[src/rtl/i2c_bus_arbiter.sv]
// rtl/i2c_bus_arbiter.sv - two-client round-robin arbiter in front of one I2C byte master
// Holds the grant for a whole transaction, enforces TIC holdoff, recovers a hung master via SRST.
module i2c_bus_arbiter #(
    parameter int HOLDOFF_TICS = 4,
    parameter int TIMEOUT_TICS = 255
) (
    input  logic       MCLK,
    input  logic       nRST,
    input  logic       TIC,
    input  logic [1:0] REQ,
    output logic [1:0] GNT,
    input  logic [1:0] C_RD,
    input  logic [1:0] C_WE,
    input  logic [7:0] C_DIN0,
    input  logic [7:0] C_DIN1,
    output logic [1:0] C_QUEUED,
    output logic [1:0] C_NACK,
    output logic [1:0] C_STOP,
    output logic [1:0] C_DATA_VALID,
    output logic [7:0] C_DOUT,
    output logic       M_RD,
    output logic       M_WE,
    output logic [7:0] M_DIN,
    output logic       M_SRST,
    input  logic       M_QUEUED,
    input  logic       M_NACK,
    input  logic       M_STOP,
    input  logic       M_DATA_VALID,
    input  logic [7:0] M_DOUT,
    output logic       TIMEOUT,
    output logic [3:0] ERR_CNT
);

    typedef enum logic [1:0] {IDLE, BUSY, HOLD, RECOVER} state_t;

    localparam logic [7:0] HOLD_LAST = 8'(HOLDOFF_TICS - 1);
    localparam logic [7:0] WD_LAST   = 8'(TIMEOUT_TICS - 1);

    state_t     state, state_n;
    logic [1:0] gnt_n;
    logic       last, last_n;
    logic       win;
    logic [7:0] cnt, cnt_n;
    logic [3:0] err_n;
    logic       timeout_n;
    logic       strobe;
    logic       wd_hit;

    assign strobe = M_QUEUED | M_NACK | M_STOP | M_DATA_VALID;
    // A strobe in the boundary cycle clears the counter, so it suppresses the timeout.
    assign wd_hit = !strobe && TIC && (cnt == WD_LAST);

    always_ff @(posedge MCLK or negedge nRST) begin
        if (!nRST) begin
            state   <= IDLE;
            GNT     <= 2'b00;
            last    <= 1'b1;
            cnt     <= 8'd0;
            ERR_CNT <= 4'd0;
            TIMEOUT <= 1'b0;
        end else begin
            state   <= state_n;
            GNT     <= gnt_n;
            last    <= last_n;
            cnt     <= cnt_n;
            ERR_CNT <= err_n;
            TIMEOUT <= timeout_n;
        end
    end

    always_comb begin
        state_n   = state;
        gnt_n     = GNT;
        last_n    = last;
        cnt_n     = cnt;
        err_n     = ERR_CNT;
        timeout_n = 1'b0;
        win       = 1'b0;
        case (state)
            IDLE: begin
                cnt_n = 8'd0;
                if (REQ != 2'b00) begin
                    win     = (REQ == 2'b11) ? ~last : REQ[1];
                    state_n = BUSY;
                    gnt_n   = win ? 2'b10 : 2'b01;
                    last_n  = win;
                end
            end
            BUSY: begin
                if (strobe)
                    cnt_n = 8'd0;
                else if (TIC)
                    cnt_n = cnt + 8'd1;
                if (wd_hit) begin
                    state_n   = RECOVER;
                    gnt_n     = 2'b00;
                    cnt_n     = 8'd0;
                    timeout_n = 1'b1;
                    if (ERR_CNT != 4'hF)
                        err_n = ERR_CNT + 4'd1;
                end else if ((REQ & GNT) == 2'b00) begin
                    state_n = HOLD;
                    gnt_n   = 2'b00;
                    cnt_n   = 8'd0;
                end
            end
            HOLD: begin
                if (TIC) begin
                    if (cnt == HOLD_LAST) begin
                        state_n = IDLE;
                        cnt_n   = 8'd0;
                    end else begin
                        cnt_n = cnt + 8'd1;
                    end
                end
            end
            RECOVER: begin
                if (TIC) begin
                    state_n = HOLD;
                    cnt_n   = 8'd0;
                end
            end
            default: state_n = IDLE;
        endcase
    end

    // Command and status routing is gated by the registered grant, so reset removes it at once.
    assign M_RD   = |(C_RD & GNT);
    assign M_WE   = |(C_WE & GNT);
    assign M_DIN  = GNT[1] ? C_DIN1 : (GNT[0] ? C_DIN0 : 8'h00);
    assign M_SRST = (state == RECOVER);

    assign C_QUEUED     = {2{M_QUEUED}} & GNT;
    assign C_NACK       = {2{M_NACK}} & GNT;
    assign C_STOP       = {2{M_STOP}} & GNT;
    assign C_DATA_VALID = {2{M_DATA_VALID}} & GNT;
    assign C_DOUT       = M_DOUT;

endmodule
[config.mk]
export PLATFORM = sky130hd
export DESIGN_NAME = i2c_bus_arbiter
export DESIGN_NICKNAME = d
export VERILOG_FILES = /design/src/rtl/i2c_bus_arbiter.sv
export SDC_FILE = /design/constraint.sdc
export NUM_CORES = 1
export LEC_CHECK = 0
export CAP_MARGIN = 20
export CORE_MARGIN = 8
export CORE_UTILIZATION = 30
export DETAILED_ROUTE_END_ITERATION = 8
export HOLD_SLACK_MARGIN = 0.15
export MAX_ROUTING_LAYER = met4
export PLACE_DENSITY = 0.62
export SYNTH_ARGS = -nofsm -noshare
export SYNTH_HDL_FRONTEND = slang
export SYNTH_SLANG_ARGS = --single-unit
[constraint.sdc]
create_clock -name MCLK -period 2.1 [get_ports MCLK]
set_input_delay 0.42 -clock MCLK [delete_from_list [all_inputs] [get_ports MCLK]]
set_output_delay 0.42 -clock MCLK [all_outputs]
set_load 0.02 [all_outputs]
==> results list <==
* Result of the run: completed
* Total overflow reported by the global router: 0
- Cell at the root of the clock tree: clkbuf_8
* Synth area leader: dfrtp_1
* Critical path class: reg -> out
* Gpl congestion: 0.8777
- Share of synthesized registers carrying an async set or reset: 1.000
- The first global-routing pass estimated 5595 um of wire.
- Final Max Tran Viols: 0
- Least-Margin Pin Slew: 306.3 ps
- The via count of the first global-routing pass came to 1,272.
- Share of layout cells above drive strength 1: 0.1186
- The number of different library cells used by synthesis comes to 39.
- Maximum number of pins on one net before global-route repair: 19
- CTS buffer count: 3
- By instance count, the leading cell after synthesis is dfrtp_1.
- Across every metal layer, demand over resource in global routing totals 0.1042.
- Counting the fill cells in the layout gives 389.
* Clock latency of the later-clocked register in the worst-skew pair: 250 ps
* Synthesized net count: 182
* Prevailing post-synth register cell: dfrtp_1
- Top-level I/O count: 71
* Die span in x: 81.86 um
- In the final routed layout, each cell accounts on average for 14.67 um.
* Area growth syn-to-layout: 50.77%
- Setup crit end kind: output pin
* Via-per-instance ratio: 5.130
- Summed over all cells, the static leakage comes to 0.9362 nW.
* Cell area after synthesis: 1301 sq um
- Post-route fraction of the period consumed by the critical path: 0.9743
- Buffers inserted to repair hold after CTS numbered 0.
* Clock transition at the register clock pins on the worst setup and hold paths after CTS: 70 ps
- Yosys attributes the largest share of cell area to dfrtp_1, a22o_1, ha_1.
- DIE HEIGHT: 81.86 um
- Of all nets on the critical path, the largest fanout is 8.
- No sink is reached through more buffers than the 2 on the longest clock path.
- Cell area power density: 965.3 nW/um^2
* Max-capacitance violation count: 0
- The count of nets left with antenna violations once routing finished came out at 0.
- Fraction of synthesized cell area taken by the top area cell type: 0.3269
* Post-layout minimum cycle time: 2046 ps
- The worst pin sits at a relative slew slack of 0.7942.
- Setup violations remaining at the end of the flow were counted as 0.
- Layout net count: 239
* CP required: 1680 ps
- Number of flops mapped to enable cells by yosys: 0
- The repair_antennas step left the layout with diodes totalling 0.
* Utilization after layout: 0.4601
- For this block, the routed nets add up to 3610 um of wire.
* Number of clock sinks: 18
* Synth Instances: 138
- During synthesis, Yosys emitted a total of 0 warnings.
- DR vias: 1,262
- Number of detailed-routing iterations run before antenna repair: 4
* Post-route setup slack: 54.00 ps
- The worst-case IR drop observed on VDD is 0.3670 mV.
* Placeable core area: 4264 sq um
* Total count of hold-check failures in the final report: 0
- The detailed router finished its first iteration with 61 violations.
- Setup repair after global routing left no endpoint under its margin.
- Summing all non-filler instances in the final layout gives an area of 1962 sq um.
- Placed wire-length estimate: 2995 um
- Synthesis inferred 18 register bits.
* Worst Setup Start Kind: flop
- DRC violation count after routing: 0
* CTS tree: done
- During placement, the flow inserted port buffers numbering 54.
- Number of H-tree levels: 1
- Data arrival at the endpoint of the critical path: 1630 ps
* Initial antenna violation count: 0
- Of the synthesized area, sequential elements account for 0.3471.
- Maximum frequency from static timing analysis: 0.4888 GHz
* Post-CTS Setup Bufs: 0
- The min-delay analysis places its worst path in the category in -> async.
* Row cnt: 24
- OpenSTA, run right after detailed placement, puts the worst setup slack at -202.5 ps.
- The die covers 6701 sq um.
* Most frequent cells after synthesis: dfrtp_1, a22o_1, nand2_1, and2_1, buf_4
* TNS Setup: 0 ps
- For this configuration, the core starts out at a cell density of 0.3052.
- Cell area after placement: 1907 sq um
- Summing internal, switching and leakage power gives 1.894 mW.
* Worst setup skew after layout: 3.460 ps
- Dividing the synthesized area by the synthesized cell count gives 9.429 sq um.
final timing paths:
| check | slack [ps] | start | cells past startpoint | endpoint |
|---|---|---|---|---|
| max in group asynchronous | 1350 | nRST | 2 | last |
| setup reg to reg | 260 | cnt[5] | 5 | cnt[6] |
| hold / removal | 490 | nRST | 2 | cnt[4] |
| hold reg to reg | 530 | ERR_CNT[3] | 1 | ERR_CNT[3] |
| setup / recovery | 50 | GNT[1] | 4 | M_DIN[5] |
| min in group MCLK | 530 | ERR_CNT[3] | 1 | ERR_CNT[3] |
state kept, by name, indices dropped and copies added, names as in the netlist:
register / count
TIMEOUT: 1
GNT: 2
state: 2
ERR_CNT: 4
cnt: 8
last: 1
stage by stage:
step | hold WS (ps) | cells
finish | 494.9 | 246
global route | 522.2 | 246
detailed placement | 521.0 | 242
floorplan | 124.4 | 138
global placement | 500.0 | 242
CTS | 500.5 | 246
cell type report:
class / count / area, sq um / share of cell area
multi-input combinational: 103 / 752.0 / 0.3833
timing repair buffer: 65 / 623.1 / 0.3176
sequential: 18 / 451.7 / 0.2302
tap: 52 / 65.06 / 0.03316
clock buffer: 4 / 55.05 / 0.02806
inverter: 4 / 15.01 / 0.007653
what timing repair did:
item,4_1_cts,5_1_grt
pin swaps,0,2
gates resized for setup,8,4
setup endpoints to repair,8,9
worst max-delay path, cell delays in order (launching register included):
cell             delay (ps)
dfrtp_1                 380
nor2b_1                 110
buf_4                   160
a22o_1                  130
clkdlybuf4s50_1         610
logic make-up after synthesis:
kind of cell / Yosys count / share of synthesized area
compound gates: 35 / 0.2125
mux: 4 / 0.03173
xor+xnor: 3 / 0.02020
buf+inv: 17 / 0.07500
flops: 18 / 0.3471
simple gates: 54 / 0.2461
fa+ha+maj: 7 / 0.06730
routing by layer:
metal  track usage  vias up  share of wire
li1              -      605              -
met1        0.1073      594           0.39
met2        0.1855       59           0.46
met3       0.03829        4           0.15
met4       0.02105        0         0.0033
met5             -        -              0
placed cells by master, fill, tap and decap left out, types with 2 or more instances in the layout:
master | Yosys | routed
inv_1 | 4 | 4
clkbuf_8 | 0 | 4
nor3_1 | 3 | 3
and3_1 | 5 | 5
a22o_1 | 15 | 15
o21ai_0 | 2 | 2
nand2_1 | 12 | 12
nand2b_1 | 2 | 2
a21oi_1 | 3 | 3
and2_1 | 8 | 8
o21ai_1 | 6 | 6
buf_4 | 8 | 11
clkdlybuf4s50_1 | 0 | 42
dlymetal6s2s_1 | 0 | 4
nor2_1 | 7 | 7
xnor2_1 | 2 | 2
nand3_1 | 3 | 3
dfrtp_1 | 17 | 17
nor2b_1 | 5 | 5
o2bb2ai_1 | 2 | 2
dlygate4sd2_1 | 0 | 8
ha_1 | 7 | 7
mux2i_1 | 3 | 3
nand4_1 | 2 | 2
where the power goes:
group / internal (mW) / switching [mW] / total, mW / leakage (nW)
Sequential: 0.412 / 0.0455 / 0.457 / 0.242
Clock: 0.167 / 0.120 / 0.286 / 0.0288
Combinational: 0.547 / 0.603 / 1.15 / 0.666
No activity file was read; power rests on OpenSTA's default activity.
